===== src/rtl/msg_scroll_driver_pkg.sv =====
// Shared character codes and types for the message scroll driver.
// Codes match the str_to_7seg decoder table.
package msg_scroll_driver_pkg;

  localparam int CHAR_W = 5;

  typedef logic [CHAR_W-1:0] char_t;

  localparam char_t CHAR_0     = 5'd0;
  localparam char_t CHAR_9     = 5'd9;
  localparam char_t CHAR_A     = 5'd10;
  localparam char_t CHAR_SPACE = 5'd27;
  localparam char_t CHAR_BLANK = 5'd28;

endpackage


===== src/rtl/msg_scroll_driver_tick_gen.sv =====
// Free-running divider: counts while en, emits a 1-cycle tick
// on the last count and returns to zero.
module tick_gen #(
  parameter int DIV = 2
) (
  input  logic clk,
  input  logic rst,
  input  logic en,
  output logic tick
);

  localparam int CW = $clog2(DIV);

  logic [CW-1:0] cnt;

  assign tick = en && (cnt == CW'(DIV - 1));

  always_ff @(posedge clk or posedge rst) begin
    if (rst) begin
      cnt <= '0;
    end else if (en) begin
      cnt <= tick ? '0 : cnt + 1'b1;
    end
  end

endmodule


===== src/rtl/msg_scroll_driver.sv =====
// Message buffer with multiplexed digit scan and left scroll,
// feeding character codes to the 7-segment decoder.
module msg_scroll_driver
  import msg_scroll_driver_pkg::*;
#(
  parameter int DIGITS     = 4,
  parameter int MSG_LEN    = 16,
  parameter int SCAN_DIV   = 50000,
  parameter int SCROLL_DIV = 25000000
) (
  input  logic                       clk,
  input  logic                       rst,
  input  logic                       en,
  input  logic                       wr_en,
  input  logic [$clog2(MSG_LEN)-1:0] wr_addr,
  input  logic [CHAR_W-1:0]          wr_char,
  output logic [CHAR_W-1:0]          char_code,
  output logic [DIGITS-1:0]          digit_sel,
  output logic [$clog2(MSG_LEN)-1:0] scroll_pos,
  output logic                       wrap
);

  localparam int AW = $clog2(MSG_LEN);
  localparam int IW = $clog2(DIGITS);
  localparam logic [AW:0] LEN = (AW+1)'(MSG_LEN);

  char_t          msg_buf [MSG_LEN];
  logic           scan_tick;
  logic           scroll_tick;
  logic [IW-1:0]  digit_idx;
  logic [IW-1:0]  idx_nx;
  logic [AW-1:0]  pos_nx;
  logic [DIGITS-1:0] sel_nx;
  logic [AW:0]    sum;
  logic [AW-1:0]  rd_idx;
  logic           wr_ok;

  tick_gen #(.DIV(SCAN_DIV)) u_scan (
    .clk  (clk),
    .rst  (rst),
    .en   (1'b1),
    .tick (scan_tick)
  );

  tick_gen #(.DIV(SCROLL_DIV)) u_scroll (
    .clk  (clk),
    .rst  (rst),
    .en   (en),
    .tick (scroll_tick)
  );

  // Read index uses the post-edge digit and scroll position
  always_comb begin
    idx_nx = digit_idx;
    pos_nx = scroll_pos;
    sel_nx = digit_sel;
    if (scan_tick) begin
      idx_nx = (digit_idx == IW'(DIGITS - 1)) ? '0 : digit_idx + 1'b1;
      sel_nx = {digit_sel[DIGITS-2:0], digit_sel[DIGITS-1]};
    end
    if (scroll_tick) begin
      pos_nx = (scroll_pos == AW'(MSG_LEN - 1)) ? '0 : scroll_pos + 1'b1;
    end
    sum    = {1'b0, pos_nx} + (AW+1)'(idx_nx);
    rd_idx = AW'((sum >= LEN) ? sum - LEN : sum);
    wr_ok  = wr_en && ({1'b0, wr_addr} < LEN);
  end

  always_ff @(posedge clk or posedge rst) begin
    if (rst) begin
      digit_idx  <= '0;
      digit_sel  <= DIGITS'(1);
      scroll_pos <= '0;
      wrap       <= 1'b0;
      char_code  <= CHAR_SPACE;
    end else begin
      digit_idx  <= idx_nx;
      digit_sel  <= sel_nx;
      scroll_pos <= pos_nx;
      wrap       <= scroll_tick && (pos_nx == '0);
      char_code  <= msg_buf[rd_idx];
    end
  end

  always_ff @(posedge clk or posedge rst) begin
    if (rst) begin
      for (int i = 0; i < MSG_LEN; i++) begin
        msg_buf[i] <= CHAR_SPACE;
      end
    end else if (wr_ok) begin
      msg_buf[wr_addr] <= wr_char;
    end
  end

endmodule

===== config.mk =====
export PLATFORM = sky130hd
export DESIGN_NAME = msg_scroll_driver
export DESIGN_NICKNAME = d
export VERILOG_FILES = /design/src/rtl/msg_scroll_driver_pkg.sv /design/src/rtl/msg_scroll_driver_tick_gen.sv /design/src/rtl/msg_scroll_driver.sv
export SDC_FILE = /design/constraint.sdc
export NUM_CORES = 1
export LEC_CHECK = 0
export CAP_MARGIN = 10
export CORE_AREA = 2 2 104 106
export CTS_CLUSTER_DIAMETER = 100
export DETAILED_ROUTE_END_ITERATION = 16
export DIE_AREA = 0 0 106 108
export PLACE_DENSITY = 0.83
export SYNTH_ARGS = -nofsm -noshare
export SYNTH_HDL_FRONTEND = slang
export SYNTH_SLANG_ARGS = --single-unit

===== constraint.sdc =====
create_clock -name clk -period 11.8 [get_ports clk]
set_clock_uncertainty 0.05 [all_clocks]
set_input_delay 2.36 -clock clk [delete_from_list [all_inputs] [get_ports clk]]
set_output_delay 2.36 -clock clk [all_outputs]
set_load 0.005 [all_outputs]

==> results list <==
- Status: completed
* Number of H-tree branching levels: 4
- HP Class: flop to flop
- At the pin with the least slew margin, the transition time is 1.129 ns.
- Synthesis produced a netlist with a net count of 528.
- Endpoint of the most critical register-to-register path: char_code[1]
* Clock network latency to the later pin of the worst-skew pair: 0.53 ns
- The first routing iteration left 250 violations.
- The worst register-to-register path has a depth of 13.
- DIE AREA: 0.01145 sq mm
* Maximum fanout count along the critical path: 20
- Core footprint: 0.01023 sq mm
- Stage delay of the slowest cell on the critical path: 0.64 ns
* Final critical path time including I/O delays and setup: 6.132 ns
- After global routing the overflow that remains totals 0.
- Total number of vias: 4,253
* Core Rows: 37
* Worst setup path startpoint: en
- Compared with the post-synthesis result, the final layout area differs by 14.99%.
- The worst setup path is launched from an input pin.
- Share of final-layout standard cells stronger than drive strength 1: 0.3818
- Cell variety after synth: 49
- After clock tree synthesis, the clock-pin slew on the worst setup and hold paths is 0.06 ns.
- Buffers inserted by post-CTS timing repair: 0
* Critical path destination: char_code[1]
- Gpl congestion: 0.8548
* Cell at the root of the clock tree: clkbuf_8
- Yosys Warn Count: 0
* Leading cell types by count after synthesis: mux2_2, dfstp_2, dfrtp_1
- Commonest register cell after synthesis: dfstp_2
- dfstp_2 takes more of the synthesized area than any other cell.
- The pre-antenna-repair detailed-routing pass consisted of 5 iterations.
* Number of maximum-capacitance constraint violations: 0
- Setup violations remaining at the end of the flow were counted as 0.
- Vias in the first global route: 4,469
* Crit. End Element: flop
* Vias per inst: 6.200
- The setup path with the least slack is of type input pin to flop.
* Post-route DRC violation count: 0
* Total Power: 1.310 mW
* Top Ports: 27
* Cell with the biggest individual delay on the critical path: clkdlybuf4s50_1
- For this configuration, the core starts out at a cell density of 0.6365.
- Power density cells: 174.9 mW/mm^2
- After detailed routing, the total wire length is 13.15 mm.
- Worst EP required: 12.16 ns
- Yosys attributes the largest share of cell area to dfstp_2, dfrtp_1, mux2_2.
- HPWL reported at the end of detailed placement: 8.725 mm
* Maximum number of pins on one net before global-route repair: 82
- TritonCTS built the clock tree.
- VDD IR max: 0.1439 mV
- Static power due to leakage: 3.118 nW
* Hold Violations, Final: 0
- Vertical extent of the die: 108 um
- Register area share after synthesis: 0.5397
* Peak clock frequency supported by timing: 163.1 MHz
* Wire length of the first global-routing pass: 22.21 mm
* Synth Cell Area: 0.006512 sq mm
* RSZ-0062 raised after global routing: false
- Sequence of cells on the critical path: clkdlybuf4s50_1 > nand4_4 > nor3_4 > and2_1 > nand2_1 > o21ai_0 > ha_1 > inv_1 > fa_1 > buf_4 > mux4_2 > a31oi_1 > a32oi_1
- Count of flip-flops with a built-in enable after synthesis: 0
- Of all flip-flops after synthesis, the portion carrying an async set or reset was 1.000.
* Final net count: 557
- Clock sink total: 137
* R2R Path Start: u_scroll.cnt[0]
- Adding up every negative setup slack in the final design gives 0 ns.
* Number of port buffers: 26
- Clock buffers created by TritonCTS: 17
- Average wire length per cell after detail routing: 19.17 um
* Max Transition Viols Final: 0
- 0 antenna diodes ended up in the layout.
- For this run, the total global-route usage over all layers was measured as 0.2536.
* CTS Hold Buffers Added: 0
- Relative slew slack: 0.2476
- Setup slack of the most critical reg-to-reg path: 7.48 ns
* Period utilization: 0.5197
* CP arrival: 6.49 ns
- Synthesis produced 508 cells.
- Horiz. Die Dim: 106 um
* Post-synthesis register bit count: 137
- Once detail routing completed, the nets flagged for antenna violations numbered 0.
* Antenna violations before repair: 0
* Max Root-Sink Buffers: 2
- A synthesized cell averages 12.82 sq um.
- In this run, post-CTS repair resized a total of 0 instances.
* Area share of the leading cell type in the synthesized netlist: 0.2784
- Library cell with the highest instance count after synthesis: mux2_2
==> per-stage QoR <==
step	setup slack [ns]	instances	area [sq um]	hold WS, ns	utilization
6_report	5.668	686	7488	0.4261	0.7319
5_1_grt	5.337	686	7488	0.4573	0.7319
4_1_cts	5.723	686	7488	0.4292	0.7319
3_5_place_dp	5.279	654	6887	0.4208	0.6731
3_3_place_gp	5.481	654	6887	0.4045	0.6731
2_1_floorplan	5.836	508	6513	0.4025	-
==> worst min path at each step <==
stage,depth (start not counted),slack [ns],endpoint,from
6_report,2,0.43,digit_sel[0],digit_sel[0]
5_1_grt,1,0.46,u_scan.cnt[0],u_scan.cnt[0]
4_1_cts,2,0.43,digit_sel[0],digit_sel[0]
3_5_place_dp,2,0.42,digit_sel[0],digit_sel[0]
3_3_place_gp,2,0.40,digit_sel[0],digit_sel[0]
2_1_floorplan,1,0.40,u_scroll.cnt[17],u_scroll.cnt[17]
==> routing by layer <==
metal	vias to the layer above	GRT usage	routed length, um
met5	-	0	0
met4	0	0.09023	188
met3	17	0.05907	469
met2	89	0.4281	6819
met1	2257	0.3254	5677
li1	1890	-	-
==> registers in the layout (all words and copies together) (netlist names) <==
register and cells:
msg_buf 80, digit_sel 4, u_scan.cnt 16, char_code 5, wrap 1, digit_idx 2, u_scroll.cnt 25, scroll_pos 4
==> worst max-delay path, delay by kind of cell <==
family                   cells  cell delay [ns]
AND/OR/NAND/NOR              4             1.21
buffers and inverters        3             1.02
multiplexers                 1             0.56
AO/OA/AOI/OAI                3             0.59
adder cells (fa/ha/maj)      2             0.74
==> cell usage in the layout (no fill, tap or decap), drive strengths merged, types with 2 or more instances in the layout <==
master / n
nor3b: 2
o21ai: 18
mux2i: 4
xnor2: 17
dfrtp: 68
nand2b: 5
bufinv: 2
nor3: 6
or3: 7
and4: 4
nor2b: 2
xor2: 19
nor4: 2
mux2: 80
mux4: 20
and3: 7
clkdlybuf4s50: 26
dfstp: 69
ha: 6
buf: 2
a32oi: 5
and2: 4
a21oi: 5
inv: 11
clkbuf: 25
clkinv: 5
nand2: 36
nand3: 27
a31oi: 7
nor2: 37
nand4: 7
nand3b: 2
==> cells by family after synthesis <==
| kind of cell | synth area share |
|---|---|
| xor gates and xnor gates | 0.04957 |
| muxes | 0.2136 |
| AOI/OAI and AO/OA | 0.04284 |
| and+or+nand+nor | 0.1220 |
| DFF | 0.5397 |
| buffers and inverters | 0.01768 |
| adders and majority gates | 0.01460 |
==> where the power goes <==
group	internal [mW]	switching, mW
registers	0.586	0.0486
clock network	0.341	0.186
logic	0.0923	0.0561
==> layout make-up <==
class | count | area, sq um
inverters | 11 | 43.79
flip-flops and latches | 137 | 3515
fillers | 689 | 2743
clock inverters | 7 | 85.08
repair buffers | 28 | 275.3
well taps | 136 | 170.2
clock buffers | 25 | 516.7
multi-input cells | 342 | 2883
Note: power is estimated with default switching activity, not from simulation.
==> edit 1, RTL diff (same settings) <==
The parameter `SCROLL_DIV` goes from 25000000 to 6250000.
--- a/src/rtl/msg_scroll_driver.sv
+++ b/src/rtl/msg_scroll_driver.sv
@@ -7,5 +7,5 @@
   parameter int MSG_LEN    = 16,
   parameter int SCAN_DIV   = 50000,
-  parameter int SCROLL_DIV = 25000000
+  parameter int SCROLL_DIV = 6250000
 ) (
   input  logic                       clk,
Check against the original RTL: no difference found for any inputs over 10 cycles, from zero or initial values and one cycle with rst high; that may be too few to reach the edited logic, so the function may still have changed.
==> edit 1 against the unedited design <==
Combinational power is 5% higher. Total power is 0.77% higher. Sequential share of layout area is 0.78 points lower. Count of clock-buffer cells in the layout is 4 lower. Die area stayed put. Routed wire length is 0.73% higher. Critical path depth stayed put. Area after synthesis is 0.67% higher. Sequential cell count is 2 lower. Via count is 1.2% lower. Worst setup slack better by 0.29 ns. Cell area is 0.25% higher. Register-to-register slack better by 0.37 ns. Critical endpoint is now char_code[2]$_DFF_PP0_. Largest cell class unchanged. Largest power group unchanged. Highest routed layer unchanged.
==> edit 1: results (changes against the unedited design) <==
status - finished, final reports clean
crit path max fanout - 20 (unchanged)
CP Data Arrival Time - 6.18 ns (-0.31 ns)
vias per cell - 6.21 (about the same)
top flop regs - msg_buf (80), u_scroll.cnt (23), u_scan.cnt (16)
Clock Root Buffer - clkbuf_8
nets - 548 (-1.6%)
drt first pass iters - 6 (+1)
Post-CTS Setup Repair Bufs - 0 (unchanged)
first-pass GRT wire length - 22300 µm (+0.53%)
DR WL/cell - 19.6 µm (+2.1%)
Int Pwr - 1.02 mW (-0.14%)
leakage - 3.12 nW (about the same)
Slew @ Worst Pin - 1.06 ns (-0.0652 ns)
sequential area share after synthesis - 52.8% (-1.1 points)
fill count - 653 (-5.2%)
Port Buffers - 26 (unchanged)
DRT iter0 DRCs - 270 (+8.0%)
n_diodes - 0 (unchanged)
Yosys Warn Count - 0 (unchanged)
share of cells above drive strength 1 - 40.3% (+2.1 points)
VDD IR max - 0.147 mV (+2.4%)
Synth area leaders - dfstp_2, dfrtp_1, mux2_2, mux4_4, xor2_1
# resized after CTS - 0 (unchanged)
slowest stage delay, CP - 0.67 ns (+0.03 ns)
synth cell count leaders - mux2_2, dfstp_2, dfrtp_1, nor2_1, nand2_1
Worst-Skew Late Latency - 0.52 ns
Post-DRT Antenna Nets - 0 (unchanged)
CP max-delay cell - mux4_4
Mapped Nets - 520 (-1.5%)
dpl cell area - 6900 µm² (+0.20%)
vias in the first global route - 4355 (-2.6%)
TritonCTS Buffers - 17 (unchanged)
delay-heaviest family, CP - simple AND/OR/NAND/NOR gates
Hold/Removal Path Class - reg2reg
GRT Overall Usage - 25.5% (+0.13 points)
Post-DP HPWL - 8850 µm (+1.4%)
pin count of the biggest net entering global routing - 87 (+6.1%)
Async SR Flop Fraction - 100% (unchanged)
H-Tree Depth - 4 (unchanged)
GP Congestion - 0.869 (+1.6%)
initial antenna violation count - 0 (unchanged)
Yosys cell types - 59 (+20%)
CTS clk-pin slew, worst paths - 0.06 ns (about the same)
dpl ws - 5.49 ns (+0.215 ns)
CTS Buffer Depth - 2 (unchanged)
final setup TNS - 0 ns (unchanged)
## edit 1: power by group through the flow
stage / registers, mW / clock network [mW] / logic [mW]
detailed placement: 0.636 / 0 / 0.155
finish: 0.631 / 0.534 / 0.155
CTS: 0.630 / 0.542 / 0.156
global route: 0.640 / 0.563 / 0.169
global placement: 0.633 / 0 / 0.147
floorplan: 0.612 / 0 / 0.124
## edit 1: cell families (layout without fill, tap and decap cells)
kind of cell,count (synthesis),after routing,share of synthesized area (%)
and+or+nand+nor,153,153,12.8
buffers and inverters,27,68,2.04
muxes,105,105,22.0
adders and majority gates,7,7,1.45
xor gates and xnor gates,34,34,4.77
AOI/OAI and AO/OA,39,39,4.08
DFF,135,135,52.8
## edit 1: final timing paths
check,start,end,slack [ns],depth (start not counted)
max,en,char_code[2]$_DFF_PP0_,5.96,13
min,digit_sel[0]$_DFFE_PP1N_,digit_sel[0]$_DFFE_PP1N_,0.41,2
min in group asynchronous,rst,u_scan.cnt[10]$_DFF_PP0_,2.23,2
max reg2reg,u_scroll.cnt[0]$_DFFE_PP0P_,char_code[2]$_DFF_PP0_,7.85,13
min reg2reg,digit_sel[0]$_DFFE_PP1N_,digit_sel[0]$_DFFE_PP1N_,0.41,2
max in group asynchronous,rst,msg_buf[47]$_DFFE_PP0P_,7.98,3
## edit 1: layout make-up
cell class	instances	area (µm²)	area share, %
Clock buffer	21	460	6.13
Clock inverter	11	146	1.95
Inverter	8	32.5	0.433
Multi-Input combinational cell	338	2960	39.4
Sequential cell	135	3460	46.1
Tap cell	136	170	2.27
Timing Repair Buffer	28	275	3.67
## edit 1: per-stage QoR
| stage | hold WS [ns] | std cells | power, mW |
|---|---|---|---|
| after global placement | 0.404 | 645 | 0.780 |
| final | 0.414 | 677 | 1.32 |
| after CTS | 0.416 | 677 | 1.33 |
| after detailed placement | 0.407 | 645 | 0.791 |
| after floorplan | 0.391 | 500 | 0.736 |
| after global routing | 0.447 | 677 | 1.37 |
## edit 1: worst min-delay path, delay by kind of cell (launching register included)
| kind | cells | cell delay [ns] |
|---|---|---|
| DFF | 1 | 0.37 |
| and+or+nand+nor | 2 | 0.09 |
## edit 1: layer usage
metal | routed length (µm) | GRT usage [%] | up-vias
met5 | 0 | 0 | -
met4 | 292 | 9.30 | 0
met3 | 481 | 6.15 | 21
met2 | 6900 | 43.9 | 102
met1 | 5580 | 31.7 | 2197
li1 | - | - | 1881
==> edit 2, RTL diff (same settings) <==
Made on the original files. The output `char_code` loses its register stage (`char_code` becomes a continuous assignment).
--- a/src/rtl/msg_scroll_driver.sv
+++ b/src/rtl/msg_scroll_driver.sv
@@ -73,5 +73,4 @@
       scroll_pos <= '0;
       wrap       <= 1'b0;
-      char_code  <= CHAR_SPACE;
     end else begin
       digit_idx  <= idx_nx;
@@ -79,7 +78,8 @@
       scroll_pos <= pos_nx;
       wrap       <= scroll_tick && (pos_nx == '0);
-      char_code  <= msg_buf[rd_idx];
     end
   end
+
+  assign char_code = msg_buf[rd_idx];
 
   always_ff @(posedge clk or posedge rst) begin
Function: changed (Yosys sat finds a counterexample within 4 cycles, from zero or initial values and one cycle with rst high).
==> edit 2 against the unedited design <==
Sequential cell count shrank 5. Cell area shrank 2.0%. Total power shrank 2.8%. Non-clock buffer count is the same. Routed wire length shrank 1.1%. Area after synthesis shrank 2.1%. Worst setup slack lost 3.6 ns.
==> edit 2: results (changes against the unedited design) <==
status - finished, final reports clean
first-pass GRT wire length - 21900 µm (-1.6%)
switching pwr - 310 µW (+6.6%)
crit path max fanout - 17 (-15%)
Worst Setup EP - char_code[2]
Port Buffers - 26 (unchanged)
GR Util met2 - 41.3% (-1.5 points)
# resized after CTS - 0 (unchanged)
WL met1 - 5400 µm (-4.9%)
slew margin rel. - 24.3% (-0.42 points)
combinational cell power - 153 µW (+3%)
fin crit period - 9.75 ns (+3.62 ns)
met3 Use GR - 6.69% (+0.78 points)
vias per cell - 6.12 (-1.3%)
Post-DP HPWL - 8470 µm (-3.0%)
Synth area leaders - dfstp_2, dfrtp_1, mux2_2, mux4_2, xor2_1
Async SR Flop Fraction - 100% (unchanged)
final non-filler cell total - 680 (-0.87%)
Int Pwr - 964 µW (-5.4%)
placed cells - 648 (-0.92%)
nets - 551 (-1.1%)
CP max-delay cell - fa_1
DRT iter0 DRCs - 255 (+2.0%)
R2R setup slack - 9.60 ns (+2.12 ns)
dpl ws - 2.11 ns (-3.17 ns)
GRT met1 Usage - 31.8% (-0.76 points)
dpl cell area - 6750 µm² (-2.0%)
Critical Path Source - en
final setup TNS - 0 ns (unchanged)
slowest stage delay, CP - 1.06 ns (+0.42 ns)
Most used DFF post-synth - dfrtp_1
CTS clk-pin slew, worst paths - 0.06 ns (about the same)
leakage - 3.06 nW (-1.8%)
initial antenna violation count - 0 (unchanged)
synth cell count leaders - mux2_2, dfrtp_1, dfstp_2, nor2_1, nand2_1
worst-case reg-to-reg path depth - 6 (-7)
TritonCTS Buffers - 17 (unchanged)
GRT Overall Usage - 25.3% (-0.096 points)
vias in the first global route - 4385 (-1.9%)
Mapped Nets - 522 (-1.1%)
Post-Route WL - 13000 µm (-1.1%)
CP Data Arrival Time - 7.34 ns (+0.85 ns)
VDD IR max - 0.154 mV (+7.2%)
top flop regs - msg_buf (80), u_scroll.cnt (25), u_scan.cnt (16)
Reg-to-Reg End - u_scroll.cnt[20]$_DFFE_PP0P_
global route hottest layer - met2
DR WL met2 - 6550 µm (-3.9%)
Clk pwr share - 40.1% (-0.2 points)
GP Congestion - 0.840 (-1.8%)
pin count of the biggest net entering global routing - 91 (+11%)
share of cells above drive strength 1 - 37.9% (-0.31 points)
Met3 Routed Length - 689 µm (+47%)
Avg Synthesized Cell Area - 12.7 µm² (-0.92%)
sequential area share after synthesis - 53.1% (-0.89 points)
Largest Register - msg_buf
drt first pass iters - 4 (-1)
RR Startpoint - u_scroll.cnt[0]$_DFFE_PP0P_
edit 2: how the worst min path moves through the flow:
stage	from	end	depth (start not counted)	slack, ns
floorplan	u_scroll.cnt[7]$_DFFE_PP0P_	u_scroll.cnt[7]$_DFFE_PP0P_	1	0.40
global placement	digit_sel[0]$_DFFE_PP1N_	digit_sel[0]$_DFFE_PP1N_	2	0.40
detailed placement	digit_sel[0]$_DFFE_PP1N_	digit_sel[0]$_DFFE_PP1N_	2	0.41
CTS	digit_sel[0]$_DFFE_PP1N_	digit_sel[0]$_DFFE_PP1N_	2	0.42
global route	digit_sel[0]$_DFFE_PP1N_	digit_sel[0]$_DFFE_PP1N_	2	0.44
finish	digit_sel[0]$_DFFE_PP1N_	digit_sel[0]$_DFFE_PP1N_	2	0.42
edit 2: cell families (layout without fill, tap and decap cells):
| family | Yosys count | count (layout) | share of synthesized area [%] |
|---|---|---|---|
| mux | 104 | 104 | 21.8 |
| xor+xnor | 37 | 37 | 5.20 |
| simple gates | 153 | 153 | 12.4 |
| compound gates | 40 | 40 | 4.20 |
| fa+ha+maj | 7 | 7 | 1.49 |
| flops | 132 | 132 | 53.1 |
| buf+inv | 29 | 71 | 1.81 |
edit 2: final cells by class:
class | count | area (µm²)
Timing Repair Buffer | 28 | 275
Clock buffer | 19 | 464
Sequential cell | 132 | 3380
Clock inverter | 13 | 121
Tap cell | 136 | 170
Inverter | 11 | 43.8
Multi-Input combinational cell | 341 | 2880
Fill cell | 668 | 2900
edit 2: critical path: cells and delay by family:
| kind | cells | cell delay (ns) |
|---|---|---|
| buffers and inverters | 4 | 1.46 |
| adder cells (fa/ha/maj) | 2 | 1.27 |
| AND/OR/NAND/NOR | 4 | 1.18 |
| AO/OA/AOI/OAI | 3 | 0.55 |
| multiplexers | 1 | 0.50 |
